### src/rtl/lcd_refresh_ctrl.sv
`timescale 1ns/1ps
// lcd_refresh_ctrl
// Frame scheduler for a 16x2 HD44780 character LCD (write-only bus).
// After reset it waits out LCD power-up and sends the init commands
// 0x38, 0x0C, 0x06 and 0x01. It then refreshes all 32 cells without stopping,
// using characters from an external formatter. The screen (normal/done/error)
// is chosen once per frame. A clear is issued whenever the screen changes.
//
// Ports:
//   CLOCK_50   in   system clock
//   rst        in   asynchronous active-high reset
//   done       in   transaction-complete status (sampled once per frame)
//   error      in   machine-fault status (sampled once per frame, has priority)
//   char_addr  out  cell index for the formatter (0-15 line 1, 16-31 line 2)
//   char_data  in   ASCII code for char_addr (combinational from the formatter)
//   screen_id  out  screen of the current frame: 0 normal, 1 done, 2 error
//   frame_done out  one-cycle pulse after the last cell of a frame is written
//   init_done  out  high once the init sequence has finished
//   LCD_DATA   out  LCD data bus
//   LCD_RS     out  0 command, 1 data
//   LCD_RW     out  always 0
//   LCD_EN     out  LCD enable strobe
module lcd_refresh_ctrl #(
    parameter int SETUP_CYC    = 4,
    parameter int EN_CYC       = 16,
    parameter int CMD_WAIT_CYC = 2500,
    parameter int CLR_WAIT_CYC = 100000,
    parameter int PWRUP_CYC    = 1000000
) (
    input  logic       CLOCK_50,
    input  logic       rst,
    input  logic       done,
    input  logic       error,
    output logic [4:0] char_addr,
    input  logic [7:0] char_data,
    output logic [1:0] screen_id,
    output logic       frame_done,
    output logic       init_done,
    output logic [7:0] LCD_DATA,
    output logic       LCD_RS,
    output logic       LCD_RW,
    output logic       LCD_EN
);

    // The shared down-counter must be wide enough for the longest wait.
    localparam int MAX_SE   = (SETUP_CYC > EN_CYC) ? SETUP_CYC : EN_CYC;
    localparam int MAX_WT   = (CMD_WAIT_CYC > CLR_WAIT_CYC) ? CMD_WAIT_CYC : CLR_WAIT_CYC;
    localparam int MAX_SEW  = (MAX_SE > MAX_WT) ? MAX_SE : MAX_WT;
    localparam int MAX_CYC  = (PWRUP_CYC > MAX_SEW) ? PWRUP_CYC : MAX_SEW;
    localparam int CNT_W    = $clog2(MAX_CYC + 1);

    localparam logic [CNT_W-1:0] CNT_ZERO = {CNT_W{1'b0}};
    localparam logic [CNT_W-1:0] CNT_ONE  = CNT_W'(1);
    localparam logic [CNT_W-1:0] LD_SETUP = CNT_W'(SETUP_CYC - 1);
    localparam logic [CNT_W-1:0] LD_EN    = CNT_W'(EN_CYC - 1);
    localparam logic [CNT_W-1:0] LD_CMD   = CNT_W'(CMD_WAIT_CYC - 1);
    localparam logic [CNT_W-1:0] LD_CLR   = CNT_W'(CLR_WAIT_CYC - 1);
    localparam logic [CNT_W-1:0] LD_PWRUP = CNT_W'(PWRUP_CYC - 1);

    typedef enum logic [3:0] {
        S_PWRUP, S_INIT, S_SEL, S_CLR, S_L1ADDR, S_L1CHR, S_L2ADDR, S_L2CHR, S_FEND
    } state_t;

    // Sub-phase of the byte-write primitive; IDLE means no write is in progress.
    typedef enum logic [2:0] {
        PH_IDLE, PH_FETCH, PH_SETUP, PH_PULSE, PH_HOLD
    } phase_t;

    state_t          state_q, state_d;
    phase_t          phase_q, phase_d;
    logic [CNT_W-1:0] cnt_q, cnt_d;
    logic [1:0]      idx_q, idx_d;
    logic            first_q, first_d;
    logic [4:0]      char_addr_q, char_addr_d;
    logic [1:0]      screen_id_q, screen_id_d;
    logic            frame_done_q, frame_done_d;
    logic            init_done_q, init_done_d;
    logic [7:0]      lcd_data_q, lcd_data_d;
    logic            lcd_rs_q, lcd_rs_d;
    logic            lcd_en_q, lcd_en_d;

    logic            cnt_zero_s;
    logic            is_clr_s;
    logic            wr_end_s;
    logic            start_wr_s;
    logic [7:0]      wr_byte_s;
    logic            wr_rs_s;
    logic [1:0]      new_screen_s;

    function automatic logic [7:0] init_cmd(input logic [1:0] idx);
        case (idx)
            2'd0:    init_cmd = 8'h38;
            2'd1:    init_cmd = 8'h0C;
            2'd2:    init_cmd = 8'h06;
            default: init_cmd = 8'h01;
        endcase
    endfunction

    function automatic logic [1:0] sel_screen(input logic d, input logic e);
        if (e) begin
            sel_screen = 2'd2;
        end else if (d) begin
            sel_screen = 2'd1;
        end else begin
            sel_screen = 2'd0;
        end
    endfunction

    // Next-state logic: the write-primitive phases first, then frame sequencing.
    always_comb begin
        state_d      = state_q;
        phase_d      = phase_q;
        cnt_d        = cnt_q;
        idx_d        = idx_q;
        first_d      = first_q;
        char_addr_d  = char_addr_q;
        screen_id_d  = screen_id_q;
        frame_done_d = 1'b0;
        init_done_d  = init_done_q;
        lcd_data_d   = lcd_data_q;
        lcd_rs_d     = lcd_rs_q;
        lcd_en_d     = 1'b0;
        start_wr_s   = 1'b0;
        wr_byte_s    = 8'h00;
        wr_rs_s      = 1'b0;
        wr_end_s     = 1'b0;
        cnt_zero_s   = (cnt_q == CNT_ZERO);
        is_clr_s     = ~lcd_rs_q & (lcd_data_q == 8'h01);
        new_screen_s = sel_screen(done, error);

        case (phase_q)
            PH_FETCH: begin
                // Second fetch cycle: formatter output has settled on char_addr.
                if (cnt_zero_s) begin
                    start_wr_s = 1'b1;
                    wr_byte_s  = char_data;
                    wr_rs_s    = 1'b1;
                end else begin
                    cnt_d = cnt_q - CNT_ONE;
                end
            end
            PH_SETUP: begin
                if (cnt_zero_s) begin
                    phase_d  = PH_PULSE;
                    lcd_en_d = 1'b1;
                    cnt_d    = LD_EN;
                end else begin
                    cnt_d = cnt_q - CNT_ONE;
                end
            end
            PH_PULSE: begin
                if (cnt_zero_s) begin
                    phase_d = PH_HOLD;
                    cnt_d   = is_clr_s ? LD_CLR : LD_CMD;
                end else begin
                    lcd_en_d = 1'b1;
                    cnt_d    = cnt_q - CNT_ONE;
                end
            end
            PH_HOLD: begin
                if (cnt_zero_s) begin
                    wr_end_s = 1'b1;
                    phase_d  = PH_IDLE;
                end else begin
                    cnt_d = cnt_q - CNT_ONE;
                end
            end
            default: begin
                phase_d = PH_IDLE;
            end
        endcase

        case (state_q)
            S_PWRUP: begin
                if (cnt_zero_s) begin
                    state_d    = S_INIT;
                    idx_d      = 2'd0;
                    start_wr_s = 1'b1;
                    wr_byte_s  = init_cmd(2'd0);
                end else begin
                    cnt_d = cnt_q - CNT_ONE;
                end
            end
            S_INIT: begin
                if (wr_end_s && (idx_q == 2'd3)) begin
                    init_done_d = 1'b1;
                    state_d     = S_SEL;
                end else if (wr_end_s) begin
                    idx_d      = idx_q + 2'd1;
                    start_wr_s = 1'b1;
                    wr_byte_s  = init_cmd(idx_q + 2'd1);
                end else begin
                    state_d = S_INIT;
                end
            end
            S_SEL: begin
                screen_id_d = new_screen_s;
                first_d     = 1'b0;
                start_wr_s  = 1'b1;
                // The init sequence already cleared the panel, so the first frame skips it.
                if (!first_q && (new_screen_s != screen_id_q)) begin
                    state_d   = S_CLR;
                    wr_byte_s = 8'h01;
                end else begin
                    state_d   = S_L1ADDR;
                    wr_byte_s = 8'h80;
                end
            end
            S_CLR: begin
                if (wr_end_s) begin
                    state_d    = S_L1ADDR;
                    start_wr_s = 1'b1;
                    wr_byte_s  = 8'h80;
                end else begin
                    state_d = S_CLR;
                end
            end
            S_L1ADDR: begin
                if (wr_end_s) begin
                    state_d = S_L1CHR;
                    phase_d = PH_FETCH;
                    cnt_d   = CNT_ONE;
                end else begin
                    state_d = S_L1ADDR;
                end
            end
            S_L1CHR: begin
                if (wr_end_s && (char_addr_q == 5'd15)) begin
                    state_d    = S_L2ADDR;
                    start_wr_s = 1'b1;
                    wr_byte_s  = 8'hC0;
                end else if (wr_end_s) begin
                    char_addr_d = char_addr_q + 5'd1;
                    phase_d     = PH_FETCH;
                    cnt_d       = CNT_ONE;
                end else begin
                    state_d = S_L1CHR;
                end
            end
            S_L2ADDR: begin
                if (wr_end_s) begin
                    state_d     = S_L2CHR;
                    char_addr_d = char_addr_q + 5'd1;
                    phase_d     = PH_FETCH;
                    cnt_d       = CNT_ONE;
                end else begin
                    state_d = S_L2ADDR;
                end
            end
            S_L2CHR: begin
                if (wr_end_s && (char_addr_q == 5'd31)) begin
                    state_d      = S_FEND;
                    char_addr_d  = 5'd0;
                    frame_done_d = 1'b1;
                end else if (wr_end_s) begin
                    char_addr_d = char_addr_q + 5'd1;
                    phase_d     = PH_FETCH;
                    cnt_d       = CNT_ONE;
                end else begin
                    state_d = S_L2CHR;
                end
            end
            S_FEND: begin
                state_d = S_SEL;
            end
            default: begin
                state_d = S_PWRUP;
                phase_d = PH_IDLE;
                cnt_d   = LD_PWRUP;
            end
        endcase

        // RS/DATA are loaded once at the start of SETUP and held until HOLD ends.
        if (start_wr_s) begin
            lcd_data_d = wr_byte_s;
            lcd_rs_d   = wr_rs_s;
            phase_d    = PH_SETUP;
            cnt_d      = LD_SETUP;
        end else begin
            lcd_data_d = lcd_data_d;
        end
    end

    // State and output registers; reset drops EN at once and restarts power-up.
    always_ff @(posedge CLOCK_50 or posedge rst) begin
        if (rst) begin
            state_q      <= S_PWRUP;
            phase_q      <= PH_IDLE;
            cnt_q        <= LD_PWRUP;
            idx_q        <= 2'd0;
            first_q      <= 1'b1;
            char_addr_q  <= 5'd0;
            screen_id_q  <= 2'd0;
            frame_done_q <= 1'b0;
            init_done_q  <= 1'b0;
            lcd_data_q   <= 8'h00;
            lcd_rs_q     <= 1'b0;
            lcd_en_q     <= 1'b0;
        end else begin
            state_q      <= state_d;
            phase_q      <= phase_d;
            cnt_q        <= cnt_d;
            idx_q        <= idx_d;
            first_q      <= first_d;
            char_addr_q  <= char_addr_d;
            screen_id_q  <= screen_id_d;
            frame_done_q <= frame_done_d;
            init_done_q  <= init_done_d;
            lcd_data_q   <= lcd_data_d;
            lcd_rs_q     <= lcd_rs_d;
            lcd_en_q     <= lcd_en_d;
        end
    end

    assign char_addr  = char_addr_q;
    assign screen_id  = screen_id_q;
    assign frame_done = frame_done_q;
    assign init_done  = init_done_q;
    assign LCD_DATA   = lcd_data_q;
    assign LCD_RS     = lcd_rs_q;
    assign LCD_RW     = 1'b0;
    assign LCD_EN     = lcd_en_q;

endmodule

### config.mk
export PLATFORM = sky130hd
export DESIGN_NAME = lcd_refresh_ctrl
export DESIGN_NICKNAME = d
export VERILOG_FILES = /design/src/rtl/lcd_refresh_ctrl.sv
export SDC_FILE = /design/constraint.sdc
export NUM_CORES = 1
export LEC_CHECK = 0
export ABC_AREA = 1
export CAP_MARGIN = 15
export CORE_MARGIN = 4
export CORE_UTILIZATION = 40
export DETAILED_ROUTE_END_ITERATION = 8
export GPL_ROUTABILITY_DRIVEN = 0
export GPL_TIMING_DRIVEN = 0
export PLACE_DENSITY = 0.65
export SYNTH_ARGS = -nofsm -noshare
export SYNTH_HDL_FRONTEND = slang
export SYNTH_SLANG_ARGS = --single-unit
export TNS_END_PERCENT = 100
### constraint.sdc
create_clock -name CLOCK_50 -period 5 [get_ports CLOCK_50]
set_input_delay 1 -clock CLOCK_50 [delete_from_list [all_inputs] [get_ports CLOCK_50]]
set_output_delay 1 -clock CLOCK_50 [all_outputs]
set_load 0.02 [all_outputs]
Word level (Yosys, flattened, before mapping)
Index checks and enable logic that the tools add are counted.
{ "word_totals": {"reg_bits": 49, "output_inout_bits": 20, "in_bits": 12, "wordCells": 125} }
{ "classes": {"muxes": 64, "reduce_logical": 18, "addsub": 3, "n_bitwise": 2, "eq_ne": 26} }
{ "op_table": {"columns": ["operator", "count"], "rows": [
  ["$mux 20", 8],
  ["$pmux 20 s5", 1],
  ["$mux 8", 8],
  ["$pmux 20 s3", 1],
  ["$pmux 8 s5", 1],
  ["$pmux 4 s9", 1],
  ["$mux 4", 7],
  ["$mux 3", 9],
  ["$pmux 3 s4", 2],
  ["$logic_not 20->1", 1],
  ["$sub 20x1->20 const B", 1],
  ["$pmux 6 s3", 1],
  ["$mux 17", 1],
  ["$eq 4x3->1 const B", 4],
  ["$mux 5", 3],
  ["$pmux 5 s3", 1],
  ["$mux 1", 13],
  ["$ne 3x3->1 const B", 3],
  ["$eq 4x2->1 const B", 2],
  ["$eq 8x1->1 const B", 1],
  ["$mux 2", 4],
  ["$ne 2x2->1 const B", 4],
  ["$reduce_and 4->1", 2],
  ["$eq 3x2->1 const B", 2],
  ["26 further kinds", 32]
]} }

Logic depth before layout (Yosys ltp)
{ "depth": {"depth_word": 9, "mapped_depth": 17, "ltp_nobuf": 16} }

Worst setup path before layout
No wires, ideal clock.
{ "synth_timing": {"kind": "input port to flip-flop", "from": "input port error", "to": "register state_q[0]", "path_buffers": 0, "cell_stages": 10, "slack_ps": 3055, "required_ps": 4917, "setup_ps": 83, "arrival_ps": 1863, "cell_sequence": "inv_1 nand2_1 or2_2 nand3_1 nand2_1 nor2_1 a21oi_1 nand2_1 nor2_1 o21ai_0"} }
{ "synth_between": {"elab_chain_cells": 5} }
{ "synth_rtl": {"columns": ["element", "line_no", "source"], "rows": [
  ["start, declared", "33", "input logic error,"],
  ["$mux 2", "100", "if (e) begin"],
  ["$ne 2x2->1", "201", "if (!first_q && (new_screen_s != screen_id_q)) begin"],
  ["$logic_and 1x1->1", "201", null],
  ["$mux 3", "201", null],
  ["$pmux 4 s9", "173", "case (state_q)"],
  ["end signal, assigned", "300", "state_q <= state_d;"],
  ["end, declared", "69", "state_t state_q, state_d;"]
]} }
Every way passes these cells.
A chain may end at the register's enable or synchronous reset.

Final worst setup path
Ends and elaborated chain as after synthesis.

==> flow_metrics.env <==
export IMPL_status="finished clean"
export IMPL_ir_worst_vdd_mv=0.0998
export IMPL_worstPathCellList="clkdlybuf4s50_1, inv_1, nand2_1, or2_2, nand3_1, nand2_1, nor2_1, a21oi_1, nand2_1, nor2_1, o21ai_0"
export IMPL_ant_nets=0
export IMPL_crit_path_max_incr_delay_ns=0.44
export IMPL_regToRegSetupSlack_ns=2.64
export IMPL_rr_worst_depth=14
export IMPL_crit_top_cell="nand2_1"
export IMPL_clock_skew_ns=0.00747
export IMPL_nFillCells=953
export IMPL_drtIter0Drc=237
export IMPL_cts_max_level=2
export IMPL_postCtsSetupRepairBufs=0
export IMPL_ys_flop_type="dfrtp_1"
export IMPL_yosysSeqAreaShare_pct=31.5
export IMPL_min_path_type="reg -> reg"
export IMPL_crit_arrival_ns=2.64
export IMPL_first_global_vias=3903
export IMPL_tritoncts="done"
export IMPL_path_clk_slew_ns=0.11
export IMPL_min_period_over_period_pct=47.9
export IMPL_cp_num_buf_inv=2
export IMPL_async_flop_share_pct=100
export IMPL_drcViolationCount=0
export IMPL_path_depth=11
export IMPL_p_leak_nw=2.39
export IMPL_clk_latency_ns=0.32
export IMPL_numPortBuffers=30
export IMPL_ys_top_cells_by_area="dfrtp_1 (23%), nand2_1 (16%), dfstp_2 (8.7%), inv_1 (8.0%), nor2_1 (5.8%)"
export IMPL_dp_slack_ns=2.29
export IMPL_synth_edf_count=0
export IMPL_max_clock_freq_mhz=418
export IMPL_final_util_pct=48.0
export IMPL_relSlewSlack_pct=56.2
export IMPL_wl_per_cell_um=15.2
export IMPL_grt_overflow=0
export IMPL_clkSinkCount=49
export IMPL_startpoint_type="input pin"
export IMPL_grt_pass1_wl_mm=18.9
export IMPL_via_count=3999
export IMPL_worst_pin_slew_ns=0.654
export IMPL_synth_distinct_cells=45
export IMPL_r2r_start="cnt_q[0]"
export IMPL_fin_tns_setup_ns=0
export IMPL_yosys_register_bits=49
export IMPL_cts_buffer_depth=2
export IMPL_powerDensity_nw_per_um2=153
export IMPL_yosysTopAreaCellShare_pct=22.9
export IMPL_worstHoldStart="first_q"
export IMPL_start_util_pct=41.8
export IMPL_hold_viol_final=0
export IMPL_syn_nets=604
export IMPL_synthesis_area_um2=3940
export IMPL_routed_wl_mm=11.4
export IMPL_hold_buffers=0
export IMPL_required_ns=5.25
export IMPL_cap_violations=0
export IMPL_critical_path_class="in -> reg"
export IMPL_grt_use_total_pct=20.4
export IMPL_end_kind="register"
export IMPL_synth_top_cell_by_area="dfrtp_1"
export IMPL_dp_hpwl_mm=8.75
export IMPL_synthCells=583
export IMPL_finish_net_count=642
export IMPL_postSynthAreaPerCell_um2=6.76
export IMPL_synth_warnings=0
export IMPL_startpoint="error"
export IMPL_p_total_mw=0.691
export IMPL_stdcell_count=751
export IMPL_drv_slew=0
export IMPL_fp_row_count=35
export IMPL_syn_to_final_growth_pct=14.7
export IMPL_die_x_um=107
export IMPL_rsz0062_at_grt="no"
export IMPL_synth_most_common_cell="nand2_1"
export IMPL_antenna_found_initial=0
export IMPL_setup_slack_ns=2.61
export IMPL_cpLargestDelayFamily="simple AND/OR/NAND/NOR gates"
export IMPL_cts_resized=0
export IMPL_cts_buffers=5
export IMPL_pin_count=32
export IMPL_clockRootBuffer="clkbuf_8"
export IMPL_first_pass_iters=5
export IMPL_die_area_um2=11500
export IMPL_die_y_um=107
export IMPL_n_antenna_cell=0
export IMPL_critPathMaxFanout=3
export IMPL_crit_path_top_delay_cell="clkdlybuf4s50_1"
export IMPL_via_per_inst=5.32
export IMPL_core_area_um2=9420
export IMPL_hold_path_depth=2
export IMPL_dp_cells=743
export IMPL_setup_viol=0
export IMPL_period_needed_ns=2.39
export IMPL_grt_max_degree=27
export IMPL_synth_top_cells_by_count="nand2_1 (163), inv_1 (84), nor2_1 (61)"
export IMPL_drive_gt1_share_pct=14.3
## worst min-delay path: cells and delay by family (launching register included)
family                 cells  cell delay (ns)
flip-flops                 1             0.38
AND/OR/NAND/NOR            1             0.04
buffers and inverters      1             0.06
## per-layer routing
layer,track usage [%],share of wire [%],vias up
li1,-,-,1927
met1,26.6,44,1882
met2,33.6,47,154
met3,3.67,5.9,36
met4,7.85,3.1,0
met5,0,0,-
## cells by family after synthesis
kind of cell | Yosys count | synth area share (%)
buf+inv | 101 | 10.7
flops | 49 | 31.5
simple gates | 326 | 38.9
other cells | 1 | 0.0952
compound gates | 81 | 12.3
fa+ha+maj | 9 | 2.86
xor+xnor | 16 | 3.56
## final cells by class
type / instances / area [um^2] / share of cell area (%)
inverter: 94 / 353 / 7.81
tap: 129 / 161 / 3.57
multi-input combinational: 433 / 2280 / 50.4
buffer: 7 / 67.6 / 1.50
timing repair buffer: 31 / 320 / 7.09
clock inverter: 3 / 28.8 / 0.637
sequential: 49 / 1240 / 27.5
clock buffer: 5 / 68.8 / 1.52
## layout by cell type, fill, tap and decap left out, types with 5 or more instances in the layout
cell	instances
nand2_1	163
inv_1	83
nor2_1	61
nand3_1	41
dfrtp_1	36
clkdlybuf4s50_1	30
o21ai_0	25
a21oi_1	17
nor2_2	13
dfstp_2	13
xor2_1	12
inv_2	11
nor3_1	10
nand2_2	9
o21ai_1	9
ha_1	9
nor2_4	6
a31oi_1	6
nand4_1	5
o211ai_1	5
clkbuf_8	5
## worst paths after layout
path,end
worst max-delay path,state_q[0]
worst min-delay path,first_q
worst max register to register,cnt_q[12]
worst min register to register,first_q
max in group asynchronous,cnt_q[2]
min in group asynchronous,cnt_q[11]
## state kept, by name (all words and copies together), names as in the netlist, 2 cells and up
name / cells
char_addr: 5
idx_q: 2
screen_id: 2
phase_q: 3
cnt_q: 20
state_q: 4
LCD_DATA: 8
## where the power goes
group / internal [mW] / switching [mW]
Sequential: 0.397 / 0
Clock: 0.105 / 0.166
Combinational: 0.0104 / 0.0119
Total: 0.512 / 0.178
## through the flow
stage | cell area, um^2 | hold WS (ns)
global placement | 4400 | 0.445
finish | 4520 | 0.466
global route | 4520 | 0.500
detailed placement | 4420 | 0.450
CTS | 4520 | 0.468
floorplan | 3940 | 0.437
Power figures use the tool's default switching activity.
